**config.mk**
```make
export PLATFORM = sky130hd
export DESIGN_NAME = carry_resolve_packer_flat
export DESIGN_NICKNAME = d
export VERILOG_FILES = /design/src/rtl/carry_resolve_packer_pkg.sv /design/src/rtl/carry_resolve_packer_if.sv /design/src/rtl/carry_resolve_packer_lane_word_serializer.sv /design/src/rtl/carry_resolve_packer.sv /design/src/flat_wrapper.sv
export SDC_FILE = /design/constraint.sdc
export NUM_CORES = 1
export LEC_CHECK = 0
export ABC_AREA = 1
export CORE_UTILIZATION = 55
export CTS_BUF_LIST = sky130_fd_sc_hd__clkbuf_2 sky130_fd_sc_hd__clkbuf_4 sky130_fd_sc_hd__clkbuf_8
export CTS_CLUSTER_SIZE = 25
export DETAILED_ROUTE_END_ITERATION = 12
export GPL_ROUTABILITY_DRIVEN = 0
export PLACE_DENSITY = 0.82
export RECOVER_POWER = 25
export REMOVE_ABC_BUFFERS = 1
export SLEW_MARGIN = 5
export SYNTH_ARGS = -nofsm -noshare
export SYNTH_HDL_FRONTEND = slang
export SYNTH_HIERARCHICAL = 1
export SYNTH_SLANG_ARGS = --single-unit
export TNS_END_PERCENT = 1
```
**constraint.sdc**
```tcl
create_clock -name general_clk_i -period 5.2 [get_ports general_clk_i]
set_input_delay 1.56 -clock general_clk_i [delete_from_list [all_inputs] [get_ports general_clk_i]]
set_output_delay 1.56 -clock general_clk_i [all_outputs]
set_load 0.005 [all_outputs]
```
**src/rtl/carry_resolve_packer_pkg.sv**
```systemverilog
// Shared types and constants for the carry-resolving bitstream packer.
package carry_resolve_packer_pkg;

  typedef enum logic [2:0] {
    IDLE,
    PROC,
    EMIT_HELD,
    EMIT_RUN,
    FLUSH_HELD,
    FLUSH_RUN
  } state_e;

  localparam logic [7:0] BYTE_FF   = 8'hFF;
  localparam int         BYTE_LSB  = 0;
  localparam int         BYTE_MSB  = 7;
  localparam int         CARRY_BIT = 8;

  // A carry turns the pending 0xFF run into 0x00 bytes.
  function automatic logic [7:0] fill_byte(input logic carry);
    return carry ? 8'h00 : BYTE_FF;
  endfunction

endpackage

```
**src/rtl/carry_resolve_packer_if.sv**
```systemverilog
// Encoder-side lane group input and byte-stream output of the packer.
interface carry_resolve_packer_if #(
  parameter int WORD_WIDTH = 16
);
  logic                  in_valid;
  logic                  in_ready;
  logic [WORD_WIDTH-1:0] in_bit_1_1, in_bit_1_2;
  logic [WORD_WIDTH-1:0] in_bit_2_1, in_bit_2_2;
  logic [WORD_WIDTH-1:0] in_bit_3_1, in_bit_3_2;
  logic [1:0]            in_flag_1, in_flag_2, in_flag_3;
  logic                  flush;
  logic [7:0]            out_byte;
  logic                  out_valid;
  logic                  out_ready;
  logic                  out_last;
  logic                  error;

  modport master (
    output in_valid, in_bit_1_1, in_bit_1_2, in_bit_2_1, in_bit_2_2,
           in_bit_3_1, in_bit_3_2, in_flag_1, in_flag_2, in_flag_3,
           flush, out_ready,
    input  in_ready, out_byte, out_valid, out_last, error
  );

  modport slave (
    input  in_valid, in_bit_1_1, in_bit_1_2, in_bit_2_1, in_bit_2_2,
           in_bit_3_1, in_bit_3_2, in_flag_1, in_flag_2, in_flag_3,
           flush, out_ready,
    output in_ready, out_byte, out_valid, out_last, error
  );
endinterface

```
**src/rtl/carry_resolve_packer_lane_word_serializer.sv**
```systemverilog
// Holds one latched 6-word lane group and hands out its valid words lowest index first.
module lane_word_serializer #(
  parameter int WORD_WIDTH = 16
) (
  input  logic                  clk_i,
  input  logic                  rst_ni,
  input  logic                  load_i,
  input  logic [WORD_WIDTH-1:0] words_i [6],
  input  logic [5:0]            mask_i,
  input  logic                  advance_i,
  output logic                  has_word_o,
  output logic [WORD_WIDTH-1:0] word_o,
  output logic                  last_o
);
  logic [WORD_WIDTH-1:0] words_q [6];
  logic [WORD_WIDTH-1:0] gated   [6];
  logic [5:0]            mask_q;
  logic [5:0]            pick;
  logic [5:0]            rest;

  // Isolate the lowest pending word; the rest is what remains after an advance.
  assign pick = mask_q & (~mask_q + 6'd1);
  assign rest = mask_q & ~pick;

  genvar gi;
  generate
    for (gi = 0; gi < 6; gi++) begin : g_gate
      assign gated[gi] = words_q[gi] & {WORD_WIDTH{pick[gi]}};
    end
  endgenerate

  always_comb begin
    word_o = '0;
    for (int i = 0; i < 6; i++) begin
      word_o = word_o | gated[i];
    end
  end

  assign has_word_o = |mask_q;
  assign last_o     = (rest == 6'd0);

  always_ff @(posedge clk_i or negedge rst_ni) begin
    if (!rst_ni) begin
      mask_q <= '0;
    end else if (load_i) begin
      mask_q <= mask_i;
    end else if (advance_i) begin
      mask_q <= rest;
    end
  end

  always_ff @(posedge clk_i) begin
    if (load_i) begin
      words_q <= words_i;
    end
  end
endmodule

```
**src/rtl/carry_resolve_packer.sv**
```systemverilog
// Resolves encoder carries into final bitstream bytes, holding the last byte and a run of 0xFF.
module carry_resolve_packer
  import carry_resolve_packer_pkg::*;
#(
  parameter int WORD_WIDTH = 16,
  parameter int RUN_WIDTH  = 16
) (
  input  logic                 general_clk_i,
  input  logic                 reset_ni,
  carry_resolve_packer_if.slave bus
);
  state_e                 state_q, state_d;
  logic [7:0]             held_q, held_d;
  logic                   held_vld_q, held_vld_d;
  logic [RUN_WIDTH-1:0]   run_q, run_d;
  logic [7:0]             emit_q, emit_d;
  logic [7:0]             fill_q, fill_d;
  logic                   error_q, error_d;
  logic                   rdy_q;

  logic [WORD_WIDTH-1:0]  words [6];
  logic [WORD_WIDTH-1:0]  ser_word;
  logic                   ser_has, ser_last, load, advance;
  logic                   in_ready_c, out_valid_c, out_last_c, out_hs, emit_now;
  logic [7:0]             out_byte_c, w_byte;
  logic                   w_carry, hi_bad;

  assign words[0] = bus.in_bit_1_1;
  assign words[1] = bus.in_bit_1_2;
  assign words[2] = bus.in_bit_2_1;
  assign words[3] = bus.in_bit_2_2;
  assign words[4] = bus.in_bit_3_1;
  assign words[5] = bus.in_bit_3_2;

  lane_word_serializer #(.WORD_WIDTH(WORD_WIDTH)) u_ser (
    .clk_i      (general_clk_i),
    .rst_ni     (reset_ni),
    .load_i     (load),
    .words_i    (words),
    .mask_i     ({bus.in_flag_3, bus.in_flag_2, bus.in_flag_1}),
    .advance_i  (advance),
    .has_word_o (ser_has),
    .word_o     (ser_word),
    .last_o     (ser_last)
  );

  assign w_byte  = ser_word[BYTE_MSB:BYTE_LSB];
  assign w_carry = ser_word[CARRY_BIT];
  assign hi_bad  = |ser_word[WORD_WIDTH-1:CARRY_BIT+1];
  assign out_hs  = out_valid_c & bus.out_ready;

  // run_q doubles as the countdown of pending bytes while they are being emitted.
  always_comb begin
    state_d    = state_q;
    held_d     = held_q;
    held_vld_d = held_vld_q;
    run_d      = run_q;
    emit_d     = emit_q;
    fill_d     = fill_q;
    error_d    = error_q;
    load       = 1'b0;
    advance    = 1'b0;
    in_ready_c = 1'b0;
    emit_now   = 1'b0;
    unique case (state_q)
      IDLE: in_ready_c = rdy_q;
      PROC: begin
        if (!ser_has) begin
          in_ready_c = 1'b1;
          state_d    = IDLE;
        end else begin
          advance = 1'b1;
          if (hi_bad) error_d = 1'b1;
          if (!held_vld_q) begin
            held_d     = w_byte;
            held_vld_d = 1'b1;
            if (w_carry) error_d = 1'b1;
          end else if (!w_carry && w_byte == BYTE_FF) begin
            if (&run_q) error_d = 1'b1;
            else        run_d   = run_q + RUN_WIDTH'(1);
          end else begin
            emit_now = 1'b1;
            emit_d   = held_q + {7'd0, w_carry};
            fill_d   = fill_byte(w_carry);
            held_d   = w_byte;
            state_d  = EMIT_HELD;
            if (w_carry && held_q == BYTE_FF) error_d = 1'b1;
          end
          if (!emit_now && ser_last) begin
            in_ready_c = 1'b1;
            state_d    = IDLE;
          end
        end
      end
      EMIT_HELD: begin
        if (out_hs) state_d = (run_q != '0) ? EMIT_RUN : (ser_has ? PROC : IDLE);
      end
      EMIT_RUN: begin
        if (out_hs) begin
          run_d = run_q - RUN_WIDTH'(1);
          if (run_q == RUN_WIDTH'(1)) state_d = ser_has ? PROC : IDLE;
        end
      end
      FLUSH_HELD: begin
        if (!held_vld_q) begin
          state_d = IDLE;
        end else if (out_hs) begin
          if (run_q == '0) begin
            state_d    = IDLE;
            held_vld_d = 1'b0;
          end else begin
            state_d = FLUSH_RUN;
          end
        end
      end
      FLUSH_RUN: begin
        if (out_hs) begin
          run_d = run_q - RUN_WIDTH'(1);
          if (run_q == RUN_WIDTH'(1)) begin
            state_d    = IDLE;
            held_vld_d = 1'b0;
          end
        end
      end
      default: state_d = IDLE;
    endcase
    if (in_ready_c) begin
      if (bus.flush) begin
        state_d = FLUSH_HELD;
      end else if (bus.in_valid) begin
        load    = 1'b1;
        state_d = PROC;
      end
    end
  end

  always_comb begin
    out_valid_c = 1'b0;
    out_byte_c  = 8'h00;
    out_last_c  = 1'b0;
    unique case (state_q)
      EMIT_HELD: begin
        out_valid_c = 1'b1;
        out_byte_c  = emit_q;
      end
      EMIT_RUN: begin
        out_valid_c = 1'b1;
        out_byte_c  = fill_q;
      end
      FLUSH_HELD: begin
        out_valid_c = held_vld_q;
        out_byte_c  = held_vld_q ? held_q : 8'h00;
        out_last_c  = held_vld_q && (run_q == '0);
      end
      FLUSH_RUN: begin
        out_valid_c = 1'b1;
        out_byte_c  = BYTE_FF;
        out_last_c  = (run_q == RUN_WIDTH'(1));
      end
      default: ;
    endcase
  end

  assign bus.in_ready  = in_ready_c;
  assign bus.out_valid = out_valid_c;
  assign bus.out_byte  = out_byte_c;
  assign bus.out_last  = out_last_c;
  assign bus.error     = error_q;

  always_ff @(posedge general_clk_i or negedge reset_ni) begin
    if (!reset_ni) begin
      state_q    <= IDLE;
      held_q     <= 8'h00;
      held_vld_q <= 1'b0;
      run_q      <= '0;
      emit_q     <= 8'h00;
      fill_q     <= BYTE_FF;
      error_q    <= 1'b0;
      rdy_q      <= 1'b0;
    end else begin
      state_q    <= state_d;
      held_q     <= held_d;
      held_vld_q <= held_vld_d;
      run_q      <= run_d;
      emit_q     <= emit_d;
      fill_q     <= fill_d;
      error_q    <= error_d;
      rdy_q      <= 1'b1;
    end
  end
endmodule
```
**src/flat_wrapper.sv**
```systemverilog
// flat-port wrapper written by rule: the top's interface ports become plain ports
module carry_resolve_packer_flat import carry_resolve_packer_pkg::*;
#(
  parameter int WORD_WIDTH = 16,
  parameter int RUN_WIDTH  = 16
)
  (general_clk_i, reset_ni, bus_in_valid, bus_in_bit_1_1, bus_in_bit_1_2, bus_in_bit_2_1, bus_in_bit_2_2, bus_in_bit_3_1, bus_in_bit_3_2, bus_in_flag_1, bus_in_flag_2, bus_in_flag_3, bus_flush, bus_out_ready, bus_in_ready, bus_out_byte, bus_out_valid, bus_out_last, bus_error);
  carry_resolve_packer_if #(.WORD_WIDTH(WORD_WIDTH)) bus_i ();
  input  logic general_clk_i;
  input  logic reset_ni;
  input wire logic [$bits(bus_i.in_valid)-1:0] bus_in_valid;
  input wire logic [$bits(bus_i.in_bit_1_1)-1:0] bus_in_bit_1_1;
  input wire logic [$bits(bus_i.in_bit_1_2)-1:0] bus_in_bit_1_2;
  input wire logic [$bits(bus_i.in_bit_2_1)-1:0] bus_in_bit_2_1;
  input wire logic [$bits(bus_i.in_bit_2_2)-1:0] bus_in_bit_2_2;
  input wire logic [$bits(bus_i.in_bit_3_1)-1:0] bus_in_bit_3_1;
  input wire logic [$bits(bus_i.in_bit_3_2)-1:0] bus_in_bit_3_2;
  input wire logic [$bits(bus_i.in_flag_1)-1:0] bus_in_flag_1;
  input wire logic [$bits(bus_i.in_flag_2)-1:0] bus_in_flag_2;
  input wire logic [$bits(bus_i.in_flag_3)-1:0] bus_in_flag_3;
  input wire logic [$bits(bus_i.flush)-1:0] bus_flush;
  input wire logic [$bits(bus_i.out_ready)-1:0] bus_out_ready;
  output wire logic [$bits(bus_i.in_ready)-1:0] bus_in_ready;
  output wire logic [$bits(bus_i.out_byte)-1:0] bus_out_byte;
  output wire logic [$bits(bus_i.out_valid)-1:0] bus_out_valid;
  output wire logic [$bits(bus_i.out_last)-1:0] bus_out_last;
  output wire logic [$bits(bus_i.error)-1:0] bus_error;
  assign bus_i.in_valid = bus_in_valid;
  assign bus_i.in_bit_1_1 = bus_in_bit_1_1;
  assign bus_i.in_bit_1_2 = bus_in_bit_1_2;
  assign bus_i.in_bit_2_1 = bus_in_bit_2_1;
  assign bus_i.in_bit_2_2 = bus_in_bit_2_2;
  assign bus_i.in_bit_3_1 = bus_in_bit_3_1;
  assign bus_i.in_bit_3_2 = bus_in_bit_3_2;
  assign bus_i.in_flag_1 = bus_in_flag_1;
  assign bus_i.in_flag_2 = bus_in_flag_2;
  assign bus_i.in_flag_3 = bus_in_flag_3;
  assign bus_i.flush = bus_flush;
  assign bus_i.out_ready = bus_out_ready;
  assign bus_in_ready = bus_i.in_ready;
  assign bus_out_byte = bus_i.out_byte;
  assign bus_out_valid = bus_i.out_valid;
  assign bus_out_last = bus_i.out_last;
  assign bus_error = bus_i.error;
  carry_resolve_packer #(.WORD_WIDTH(WORD_WIDTH), .RUN_WIDTH(RUN_WIDTH)) u_core (.general_clk_i(general_clk_i), .reset_ni(reset_ni), .bus(bus_i));
endmodule
```
==> out/metrics.csv <==
stage;metric;value;unit
clock_network;CTS tree;built;
setup_path;most used cell, CP;nand2_1;
global_routing;largest net degree at the start of global routing;63;
logic_synthesis;EDFF count, synth;96;
clock_network;Clock Path Buffers;2;
logic_synthesis;Synth Instances;809;
clock_network;H-tree depth;4;
floorplanning;Die X;116;µm
flow_run;max cap viols;0;
global_routing;GRT Util Overall;26.2;%
detailed_routing;DRT Pass-1 Iters;5;
detailed_routing;routed len/inst;15.0;µm
detailed_routing;Vias/cell;5.22;
floorplanning;row cnt;41;
logic_synthesis;Netlist cell types;40;
logic_synthesis;Post-Syn Area;7190;µm²
setup_path;Bufs and invs on worst path;1;
final_layout;Storage cell area;4010;µm²
sta;Final min period;4.85;ns
floorplanning;Chip Height;116;µm
clock_network;Resize count post-CTS;0;
clock_network;Clock Tree Root;clkbuf_8;
clock_network;cts hold-fix bufs;0;
logic_synthesis;Most used DFF post-synth;edfxtp_1;
final_layout;most common cell after layout, fill and taps aside;nand2_1;
setup_path;critical path, cell by cell;nor2_4 -> nand2_2 -> nor2_4 -> nand3_1 -> nand3_1 -> nand2_1 -> nor2_1 -> nand3b_1 -> nand2_1 -> nand2_1 -> nand2_1 -> nand2_1 -> nand2_1 -> clkdlybuf4s50_1;
floorplanning;Core Region;12700;µm²
setup_path;WP data arrival;3.29;ns
clock_network;worst skew pair latency;0.45;ns
setup_path;WS Path Type;reg2out;
final_layout;Final Net Count;1043;
floorplanning;Starting Density;56.8;%
setup_path;CP Launch Type;register;
sta;count of pins over their slew limit;0;
placed_design;Cell Area, Placed;8480;µm²
final_layout;most frequent cells in the layout;210 x nand2_1, 123 x nor2_1, 96 x edfxtp_1;
sta;Max Fclk;206;MHz
sta;Final setup viols;0;
clock_network;post-CTS setup buffer count;0;
setup_path;CP max stage cell;clkdlybuf4s50_1;
setup_path;CP max FO;16;
logic_synthesis;synth warn;6;
placed_design;# port buffers;118;
setup_path;CP endpoint kind;output pin;
logic_synthesis;register area share after synthesis;55.7;%
final_layout;fillers;980;
sta;Clock Skews;0.00984;ns
sta;crit share post-route;93.2;%
final_layout;fin area;8880;µm²
global_routing;first-pass GRT wire length;26.5;mm
sta;setup slack after layout;0.353;ns
logic_synthesis;#FFs+latches synth;141;
clock_network;Num CTS Buffers;17;
setup_path;Worst path max stage delay;0.51;ns
global_routing;GRT Residual Overflow;0;
final_layout;fraction of layout cells with a size suffix above 1;8.27;%
clock_network;CTS Sinks;141;
detailed_routing;DRT iter0 DRCs;646;
setup_path;Req. time, crit path;3.64;ns
pwr;static leakage;0.00382;µW
sta;setup TNS;0;ns
global_routing;initial antenna violation count;0;
detailed_routing;Post-route DRC;0;
sta;final hold violation count;0;
floorplanning;boundary pin count;119;
pwr;Peak VDD IR;0.284;mV
detailed_routing;Final ANT Viol Nets;0;
floorplanning;die footprint;13500;µm²
clock_network;clock-pin slew on the worst setup and hold paths;0.08;ns
detailed_routing;Total Wirelength;16.7;mm
sta;worst-margin pin slew;0.999;ns
placed_design;post-place setup slack;0.895;ns
final_layout;multi-input logic area;2670;µm²
status;run status;finished clean;
logic_synthesis;Post-synth ARST share;31.9;%
final_layout;number of diodes;0;
detailed_routing;via count;5819;
final_layout;Layout area overhead;23.5;%
sta;Max transition margin;33.4;%
placed_design;Final HPWL DP;12.2;mm
sta;RSZ-0062 raised after global routing;false;
sta;hold slack;0.469;ns
worst_hold_path;worst min-delay path category;reg2reg;
logic_synthesis;Synth Area per Inst;8.89;µm²
pwr;Pwr Density;484;nW/µm²
setup_path;CP delay by family, top;simple AND/OR/NAND/NOR gates;
global_routing;vias in the first global route;5572;
## cells in the mapped netlist (all sizes together) (3+ instances only)
| cell | count | area, µm² |
|---|---|---|
| xnor2 | 4 | 35.0 |
| mux2 | 3 | 33.8 |
| edfxtp | 96 | 2880 |
| nand3 | 69 | 380 |
| buf | 13 | 115 |
| nor2 | 144 | 627 |
| ha | 5 | 62.6 |
| a21oi | 9 | 56.3 |
| inv | 99 | 372 |
| nand2 | 213 | 812 |
| xor2 | 26 | 228 |
| dfrtp | 44 | 1100 |
| nor3 | 14 | 75.1 |
| a22oi | 3 | 22.5 |
| clkbuf | 5 | 18.8 |
| o21ai | 40 | 200 |
| nand4 | 8 | 56.3 |
| nand3b | 3 | 22.5 |
| o211ai | 5 | 37.5 |
## worst reg2reg max path, cell delays in order (launching register included)
cell,delay (ns)
dfrtp_1,0.45
nor2_4,0.33
nand2_2,0.13
nor2_4,0.33
nand3_1,0.12
nand3_1,0.17
nand2_1,0.10
nor2_1,0.12
nand3b_1,0.18
nand2_1,0.13
nand2_1,0.06
nand2_1,0.08
nand2_1,0.06
nand2_1,0.10
nand2_1,0.13
inv_4,0.55
buf_4,0.44
## kinds of logic after synthesis
kind of cell	Yosys count	synth area share, %
other cells	1	0.0521
xor+xnor	30	3.65
simple gates	453	27.6
mux	3	0.470
buf+inv	118	7.08
fa+ha+maj	5	0.870
compound gates	58	4.52
flops	141	55.7
## metal layers
layer | share of wire (%) | track usage (%) | wire length [µm]
met1 | 43 | 34.3 | 7110
met2 | 48 | 42.1 | 8040
met3 | 7.1 | 6.54 | 1190
met4 | 2.2 | 10.0 | 363
met5 | 0 | 0 | 0
## power by group
| group | switching, µW | total [µW] | leakage [µW] | internal (µW) |
|---|---|---|---|---|
| logic | 1120 | 1750 | 0.00216 | 625 |
| registers | 202 | 1640 | 0.00145 | 1440 |
| clock network | 434 | 915 | 0.000205 | 481 |
## path summary, 6_finish.rpt
check,slack (ns),to,cells past startpoint,startpoint
hold / removal,0.47,u_core/bus.error,2,u_core/bus.error
max in group asynchronous,3.30,u_core/emit_q[5],1,reset_ni
hold reg to reg,0.47,u_core/bus.error,2,u_core/bus.error
min in group asynchronous,1.26,u_core/run_q[2],1,reset_ni
setup reg to reg,1.43,u_core/u_ser/words_q[11],16,u_core/u_ser/mask_q[1]
setup / recovery,0.35,bus_in_ready,14,u_core/u_ser/mask_q[1]
## sequential cells by signal, summed over array words and instances (netlist names), 3 cells and up
register,flops
u_core/u_ser/mask_q,6
u_core/u_ser/words_q,96
u_core/held_q,8
u_core/run_q,16
u_core/state_q,3
u_core/emit_q,8
## metrics by stage
step | util, % | std cells | total power, µW
after global placement | 66.9 | 1084 | 3330
after global routing | 70.1 | 1115 | 4600
after detailed placement | 66.9 | 1084 | 3380
after CTS | 70.1 | 1115 | 4310
after floorplan | - | 791 | 2850
final | 70.1 | 1115 | 4300
## cell type report
type | count | area share (%)
flip-flops and latches | 141 | 45.2
well taps | 172 | 2.42
repair buffers | 121 | 13.5
clock buffers | 18 | 2.72
inverters | 100 | 4.25
clock inverters | 13 | 1.85
multi-input cells | 550 | 30.1
Note: power is estimated with default switching activity, not from simulation.
